[config.mk]
export PLATFORM = sky130hd
export DESIGN_NAME = baud_gen
export DESIGN_NICKNAME = d
export VERILOG_FILES = /design/src/rtl/baud_gen.sv
export SDC_FILE = /design/constraint.sdc
export NUM_CORES = 1
export LEC_CHECK = 0
export CORE_AREA = 2 2 39 41
export DETAILED_ROUTE_END_ITERATION = 7
export DIE_AREA = 0 0 41 43
export PLACE_DENSITY_LB_ADDON = 0.1
export SYNTH_ARGS = -nofsm -noshare
export SYNTH_HDL_FRONTEND = slang
export SYNTH_SLANG_ARGS = --single-unit
[constraint.sdc]
create_clock -name sys_clk -period 1 [get_ports sys_clk]
set_input_delay 0.15 -clock sys_clk [delete_from_list [all_inputs] [get_ports sys_clk]]
set_output_delay 0.15 -clock sys_clk [all_outputs]
set_load 0.05 [all_outputs]
[src/rtl/baud_gen.sv]
// rtl/baud_gen.sv - programmable baud-rate oversampling tick generator
// Optional feature macro: BAUD_GEN_FRAC_EN selects the fractional accumulator
// (exact average rate); when undefined a plain divide-by-DIV counter is built.
module baud_gen #(
  parameter int unsigned CLK_FREQ   = 25_000_000,
  parameter int unsigned BAUD_RATE  = 115_200,
  parameter int unsigned OVERSAMPLE = 16
) (
  input  logic sys_clk,
  input  logic reset,
  output logic baud_tick
);

  // Tick rate in Hz and the integer clock division derived from it.
  localparam longint unsigned STEP = 64'(BAUD_RATE) * 64'(OVERSAMPLE);
  localparam longint unsigned DIV  = (STEP == 0) ? 64'd0 : 64'(CLK_FREQ) / STEP;

  // Reject parameter sets that cannot produce a sensible strobe.
  if (CLK_FREQ == 0 || BAUD_RATE == 0 || OVERSAMPLE == 0) begin : g_err_zero
    $error("baud_gen: CLK_FREQ, BAUD_RATE and OVERSAMPLE must all be nonzero");
  end
  if (STEP > 64'(CLK_FREQ)) begin : g_err_step
    $error("baud_gen: BAUD_RATE*OVERSAMPLE exceeds CLK_FREQ");
  end
  if (DIV < 1) begin : g_err_div
    $error("baud_gen: CLK_FREQ/(BAUD_RATE*OVERSAMPLE) must be at least 1");
  end

`ifdef BAUD_GEN_FRAC_EN

  // Accumulator holds the phase remainder, always below CLK_FREQ; one extra
  // bit on the sum keeps acc + STEP from wrapping before the compare.
  localparam int ACC_W = (CLK_FREQ > 0) ? $clog2(2 * 64'(CLK_FREQ)) : 1;
  localparam logic [ACC_W:0] STEP_V = (ACC_W + 1)'(STEP);
  localparam logic [ACC_W:0] FREQ_V = (ACC_W + 1)'(CLK_FREQ);

  logic [ACC_W-1:0] acc;
  logic [ACC_W:0]   sum;

  // Next phase before wrap-around.
  always_comb begin
    sum = {1'b0, acc} + STEP_V;
  end

  // Advance the phase by STEP each cycle; wrapping past CLK_FREQ emits a tick.
  always_ff @(posedge sys_clk) begin
    if (reset) begin
      acc       <= '0;
      baud_tick <= 1'b0;
    end else if (sum >= FREQ_V) begin
      acc       <= ACC_W'(sum - FREQ_V);
      baud_tick <= 1'b1;
    end else begin
      acc       <= sum[ACC_W-1:0];
      baud_tick <= 1'b0;
    end
  end

`else

  // DIV == 1 would give a zero-width counter, so keep at least one bit.
  localparam int CNT_W = (DIV > 1) ? $clog2(DIV) : 1;
  localparam logic [CNT_W-1:0] LAST = CNT_W'(DIV - 1);

  logic [CNT_W-1:0] cnt;

  // Free-running modulo-DIV counter; the terminal count emits a tick.
  always_ff @(posedge sys_clk) begin
    if (reset) begin
      cnt       <= '0;
      baud_tick <= 1'b0;
    end else if (cnt == LAST) begin
      cnt       <= '0;
      baud_tick <= 1'b1;
    end else begin
      cnt       <= cnt + CNT_W'(1);
      baud_tick <= 1'b0;
    end
  end

`endif

endmodule

* Word level (Yosys, flattened, before mapping)
Index checks and enable logic that the tools add are counted.
** Word-level totals
- Bits in registers :: 5
- Input port bits :: 2
- Output and inout port bits :: 1
- Word-level logic and storage cells :: 6
** Operators by class
- Add/subtract/negate cells :: 1
- Equal/unequal tests :: 1
- Muxes and demuxes :: 1
- Reductions and logical operators :: 1
** Operators with widths (number)
- $add 4x1->4 const B :: 1
- $eq 4x4->1 const B :: 1
- $reduce_or 2->1 :: 1
- $mux 1 :: 1

* Longest topological paths before layout
Gate-level depths: netlist of the first run.
- Depth in word-level cells :: 2
- Gate-level depth with buffers :: 5
- Mapped depth without buffers :: 5

* Least setup slack after synthesis of the first run
Ideal clock, no wire load.
- Path type :: register -> register
- Start :: register cnt[2]
- End :: register cnt[3]
- Library setup time :: 0.070 ns
- Arrival :: 0.998 ns
- Required time :: 0.930 ns
- Slack :: -0.067 ns
- Stages on the path, launching flop included :: 4
- Buffers on the path :: 0
- Clock period less this slack :: 1.067 ns
- Path through :: dfxtp_1 -> inv_2 -> or4_1 -> a21oi_1
** On the way
- Cells in the longest elaborated chain, start to end :: 2
- Elaborated cells on any way between the ends :: 3
- Those cells by class :: add/sub (1); eq/ne (1); reduce/logical (1)
** RTL lines
- start: declaration :: line 65 : logic [CNT_W-1:0] cnt;
- start signal: assignment :: line 76 : cnt <= cnt + CNT_W'(1);
- branches (longest 2 deep; another with $add 4x1->4)
Parallel ways; which one is timed is not known.
A chain may end at the register's enable or synchronous reset.

* Worst setup path in the final report of the first run
- Start :: register cnt[1]
- End :: register cnt[3]
The elaborated chain is that of the path after synthesis.

==> flow_summary.yaml, run 1 <==
global_routing:
  grt_max_degree: 5
  grt_use_met3_pct: 4.71
  use_met2_pct: 9.06
  grt_pass1_vias: 186
  grt-ovfl-total: 0
  grtUsageTotal_pct: 7.35
  use_met1_pct: 6.49
  grt_antenna_before_repair: 0
  busiest_layer: "met4"
  grt_pass1_wl_um: 745
power:
  power_density_mw_per_mm2: 1490
  p_sw_share_pct: 23.8
  p_leak_uw: 0.000135
  peakVddDrop_uv: 537
  power_switching_uw: 127
  comb_power_share_pct: 15.3
  pwr-share-seq_pct: 40.8
  internal-power_uw: 407
  totalPowerFinal_uw: 534
  clkPwrFrac_pct: 44.0
layout:
  utilization_pct: 25.9
  synthToLayoutAreaGrowth_pct: 74.4
  fin_nets: 38
  n_antenna_cell: 0
  drive_above_1_share_pct: 54.5
  multi_input_area_sq_um: 129
  nFillCells: 153
  seqCellArea_sq_um: 104
clocking:
  clkSinkCount: 5
  h-tree-depth: 1
  cts_tree: "yes"
  clkSlewWorstSetupHoldPaths_ps: 40
  cts_hold_buf: 0
  root_buffer: "clkbuf_4"
  cts_made_buffers: 3
  insertion_delay_ps: 240
  clockBufferDepth: 2
critical_path:
  start_kind: "flip-flop"
  path_cells: "inv_1 -> or4_1 -> a21oi_1"
  cp_slowest_cell: "or4_1"
  rrSetupSlack_ps: -70
  critPathMaxStageDelay_ps: 500
  critPathArrivalTime_ps: 1240
  critical_path.max_fanout: 2
  required_ps: 1170
  path_class: "flip-flop to flip-flop"
  end_kind: "flip-flop"
die:
  fp.dieH_um: 43
  initial_utilization_pct: 14.8
  std_cell_rows: 14
  core_sq_mm: 0.00138
  die_x_um: 41
  dieArea_sq_mm: 0.00176
  top_level_ports: 3
yosys:
  ys_warn_count: 0
  synth_nets: 26
  syn_inst: 22
  syn_avg_cell_area_sq_um: 9.33
  synthDistinctLibCells: 12
  ys_seq_area_share_pct: 48.8
  netlist_area_sq_um: 205
  ys_ff_latch: 5
route:
  drt-pass1-iter-count: 2
  drtAntennaViolNets: 0
  dr.first_iter.drc_count: 1
  avgRoutedWirePerCell_um: 9.02
  dr_total_vias: 192
  drc_errors: 0
  routed_wl_um: 442
  viasPerCell: 3.92
sta:
  clock_skew_ps: 1.06
  slew-limit-headroom_pct: 88.0
  worst_slack_ps: -71.8
  period_share_pct: 107
  hold_viol: 0
  worst_pin_slew_ps: 180
  max_freq_ghz: 0.933
  slew_viol_final: 0
  rsz0062_at_grt: "true"
  finalCriticalPeriod_ps: 1070
  setup_viol: 1
run:
  maxCapViolations: 0
placed_design:
  routabilityCongestion: 0.615
  portBuffers: 2
min_path:
  min_path_type: "flip-flop to flip-flop"
outcome:
  failed_checks: "negative setup slack"
  status: "finished, violations left"
cells in the final DEF, fill, tap and decap left out, types with 2 or more instances in the layout:
cell type,count
buf_4,5
dfxtp_1,2
nor2_1,2
and2_1,2
a21oi_1,2
inv_2,2
clkbuf_4,3
dfxtp_2,3
ha_4,2
worst max-delay path: cells and delay by family, from the launching register on:
family | cells | cell delay, ps
buffers and inverters | 1 | 60
AOI/OAI and AO/OA | 1 | 120
and+or+nand+nor | 1 | 500
DFF | 1 | 320
path summary, 6_finish.rpt:
check / start / endpoint / depth (start not counted)
worst min-delay path: cnt[3] / cnt[3] / 2
worst max register to register: cnt[1] / cnt[3] / 3
worst min register to register: cnt[3] / cnt[3] / 2
worst max-delay path: cnt[1] / cnt[3] / 3
repair_timing:
item | in CTS | in global routing
setup buffers | 1 | 0
pin swaps | 3 | 0
endpoints found under the setup margin | 3 | 4
gates resized for setup | 2 | 6
synth_stat cells (all sizes together):
| library cell | n | share of area (%) |
|---|---|---|
| dfxtp | 5 | 49 |
| a21oi | 3 | 7.3 |
| inv | 3 | 5.5 |
| and2 | 2 | 6.1 |
| ha | 2 | 12 |
| nor2 | 2 | 3.7 |
| a31oi | 1 | 3.1 |
| mux2i | 1 | 4.9 |
| nand3 | 1 | 2.4 |
| o21ai | 1 | 2.4 |
| or4 | 1 | 3.7 |
cells by family (layout without fill, tap and decap cells):
kind of cell | count (synthesis) | after routing | share of synthesized area [%]
AO/OA/AOI/OAI | 5 | 5 | 12.8
multiplexers | 1 | 1 | 4.88
flip-flops | 5 | 5 | 48.8
adder cells (fa/ha/maj) | 2 | 2 | 12.2
buffers and inverters | 3 | 14 | 5.49
AND/OR/NAND/NOR | 6 | 6 | 15.9
layer usage:
metal | wire length [um] | vias up
met5 | 0 | -
met4 | 13 | 0
met3 | 23 | 2
met2 | 208 | 3
met1 | 197 | 92
li1 | - | 95
power groups by stage:
stage / Clock [uW] / Combinational, uW / Sequential (uW)
after global placement: 0 / 58.1 / 221
after global routing: 270 / 92.6 / 218
after floorplan: 0 / 28.0 / 223
after detailed placement: 0 / 56.0 / 222
final: 235 / 81.5 / 218
after CTS: 250 / 66.1 / 216
sequential cells by signal, indices dropped and copies added, names as in the netlist:
register   flops
cnt            4
baud_tick      1
stage by stage:
step	instances	hold WS (ps)	area, sq um	setup WS [ps]	TNS [ps]
2_1_floorplan	22	215	208	-52.0	-52.0
3_3_place_gp	44	482	288	-86.5	-238
3_5_place_dp	44	483	288	-85.2	-226
4_1_cts	49	528	330	-68.2	-68.2
5_1_grt	49	563	358	-120	-120
6_report	49	525	358	-71.8	-71.8
area by class of cell:
class | instances | area share [%]
inverters | 3 | 3.15
well taps | 16 | 5.59
flip-flops and latches | 5 | 29.0
multi-input cells | 14 | 36.0
clock buffers | 4 | 7.34
repair buffers | 7 | 18.9
Note: power is estimated with default switching activity, not from simulation.
==> run 2, diff against run 1 <==
--- a/config.mk
+++ b/config.mk
@@ -5,6 +5,7 @@
 export SDC_FILE = /design/constraint.sdc
 export NUM_CORES = 1
 export LEC_CHECK = 0
+export CAP_MARGIN = 20
 export CORE_AREA = 2 2 39 41
 export DETAILED_ROUTE_END_ITERATION = 7
 export DIE_AREA = 0 0 41 43
==> results of run 2 <==
Final layout, timing and power as in run 1 (identical DEF).
==> run 3, diff against run 2 <==
--- a/config.mk
+++ b/config.mk
@@ -13,3 +13,4 @@
 export SYNTH_ARGS = -nofsm -noshare
 export SYNTH_HDL_FRONTEND = slang
 export SYNTH_SLANG_ARGS = --single-unit
+export TNS_END_PERCENT = 20
==> run 3 against run 2 <==
Compared with the run above: the flow still finishes with violations (negative setup slack); combinational power is 11% lower; sequential cell count stayed put; clock skew hardly changed; via count is 1.0% higher; final cell count stayed put; critical path depth stayed put; highest routed layer unchanged.
==> flow_summary.yaml, run 3 (same netlist as run 1, synthesis figures left out) <==
layout:
  largest_reg_flops: 4
  drive_above_1_share_pct: 42.4
  regMostFlops: "cnt"
  reg_top3: "cnt: 4 flops, baud_tick: 1 flops"
  stdcell_count: 49
  layout_common_cells: "buf_4 (5), a21oi_1 (3), dfxtp_1 (3), clkbuf_4 (3)"
  fin_nets: 38
  nFillCells: 159
  final_common_cell: "buf_4"
  synthToLayoutAreaGrowth_pct: 65.9
  n_antenna_cell: 0
global_routing:
  grt_pass1_wl_um: 745
  grt_antenna_before_repair: 0
  grt_max_degree: 5
  grt_pass1_vias: 186
  grtUsageTotal_pct: 7.35
  grt-ovfl-total: 0
clocking:
  cts_tree: "yes"
  cts_made_buffers: 3
  clkSinkCount: 5
  clockBufferDepth: 2
  root_buffer: "clkbuf_4"
  clkSlewWorstSetupHoldPaths_ps: 40
  h-tree-depth: 1
  cts_hold_buf: 0
  insertion_delay_ps: 240
route:
  routed_wl_um: 434
  avgRoutedWirePerCell_um: 8.86
  viasPerCell: 3.96
  dr_total_vias: 194
  dr.first_iter.drc_count: 0
  drc_errors: 0
  drtAntennaViolNets: 0
  drt-pass1-iter-count: 1
critical_path:
  cp_slowest_cell: "or4_1"
  rr_endpoint: "cnt[3]"
  critPathMaxStageDelay_ps: 500
  start_kind: "flip-flop"
  critPathArrivalTime_ps: 1240
  path_class: "flip-flop to flip-flop"
  ff2ff_path_depth: 3
  rr_startpoint: "cnt[1]"
  rrSetupSlack_ps: -70
  end_kind: "flip-flop"
  path_cells: "inv_1 -> or4_1 -> a21oi_1"
  critical_path.max_fanout: 2
  timing.critical_path.from: "cnt[1]"
  required_ps: 1170
  endpoint: "cnt[3]"
die:
  fp.dieH_um: 43
  initial_utilization_pct: 14.8
  dieArea_sq_mm: 0.00176
  top_level_ports: 3
  die_x_um: 41
  core_sq_mm: 0.00138
  std_cell_rows: 14
sta:
  clock_skew_ps: 1.16
  tns_ps: -69.9
  period_share_pct: 107
  hold_viol: 0
  slew-limit-headroom_pct: 88.9
  worst_pin_slew_ps: 166
  max_freq_ghz: 0.935
  slew_viol_final: 0
  whs_ps: 524
  finalCriticalPeriod_ps: 1070
  setup_viol: 1
  worst_slack_ps: -69.9
  rsz0062_at_grt: "true"
outcome:
  status: "finished, violations left"
  failed_checks: "negative setup slack"
run:
  maxCapViolations: 0
placed_design:
  routabilityCongestion: 0.615
  portBuffers: 2
  dp_cells: 44
  dp_slack_ps: -85.2
power:
  peakVddDrop_uv: 519
  p_leak_uw: 0.000136
  power_density_mw_per_mm2: 1540
min_path:
  min_path_type: "flip-flop to flip-flop"
run 3: changes by cell type in the layout (fill, tap and decap cells not counted):
cell and delta:
dfxtp_2 -1, a21oi_2 -1, inv_2 -1, a21oi_1 +1, ha_4 -1, dfxtp_1 +1
inv_1 +1, ha_1 +1
run 3: worst min path at each step:
stage | from | endpoint | slack, ps | cells past startpoint
5_1_grt | cnt[3] | cnt[3] | 570 | 2
3_3_place_gp | cnt[2] | baud_tick | 480 | 2
3_5_place_dp | cnt[2] | baud_tick | 480 | 2
6_report | cnt[3] | cnt[3] | 520 | 2
2_1_floorplan | reset | cnt[2] | 210 | 1
4_1_cts | cnt[3] | cnt[3] | 530 | 2
run 3: report_power, final:
group,internal [uW],switching (uW),total (uW)
clock,151,84.5,235
sequential,212,4.96,217
combinational,40.5,32.4,72.9
total,403,122,525
run 3: cell type report:
| type | count | area [sq um] | area share (%) |
|---|---|---|---|
| clock buffer | 4 | 26.3 | 7.72 |
| multi-input combinational | 14 | 113 | 33.1 |
| timing repair buffer | 7 | 67.6 | 19.9 |
| tap | 16 | 20.0 | 5.88 |
| sequential | 5 | 103 | 30.1 |
| inverter | 3 | 11.3 | 3.31 |
run 3: repair_timing:
item                                    CTS  global route
setup buffers                             1             0
pin swaps                                 3             0
gates resized for setup                   2             1
hold endpoints to repair                  0             0
endpoints found under the setup margin    3             4
run 3: routing by layer:
layer	vias up	track usage, %	wire [um]
li1	95	-	-
met1	94	6.49	187
met2	3	9.06	207
met3	2	4.71	25
met4	0	10.0	14
met5	-	0	0
run 3: critical path: cells and delay by family (launching register included):
kind	cells	cell delay [ps]
DFF	1	320
and+or+nand+nor	1	500
AOI/OAI and AO/OA	1	120
buffers and inverters	1	60
run 3: stage by stage:
step           area (sq um)  util (%)  power (uW)
5_1_grt                 340      24.6         572
6_report                340      24.6         525
3_5_place_dp            288      20.8         278
2_1_floorplan           208         -         251
3_3_place_gp            288      20.8         279
4_1_cts                 330      23.9         533
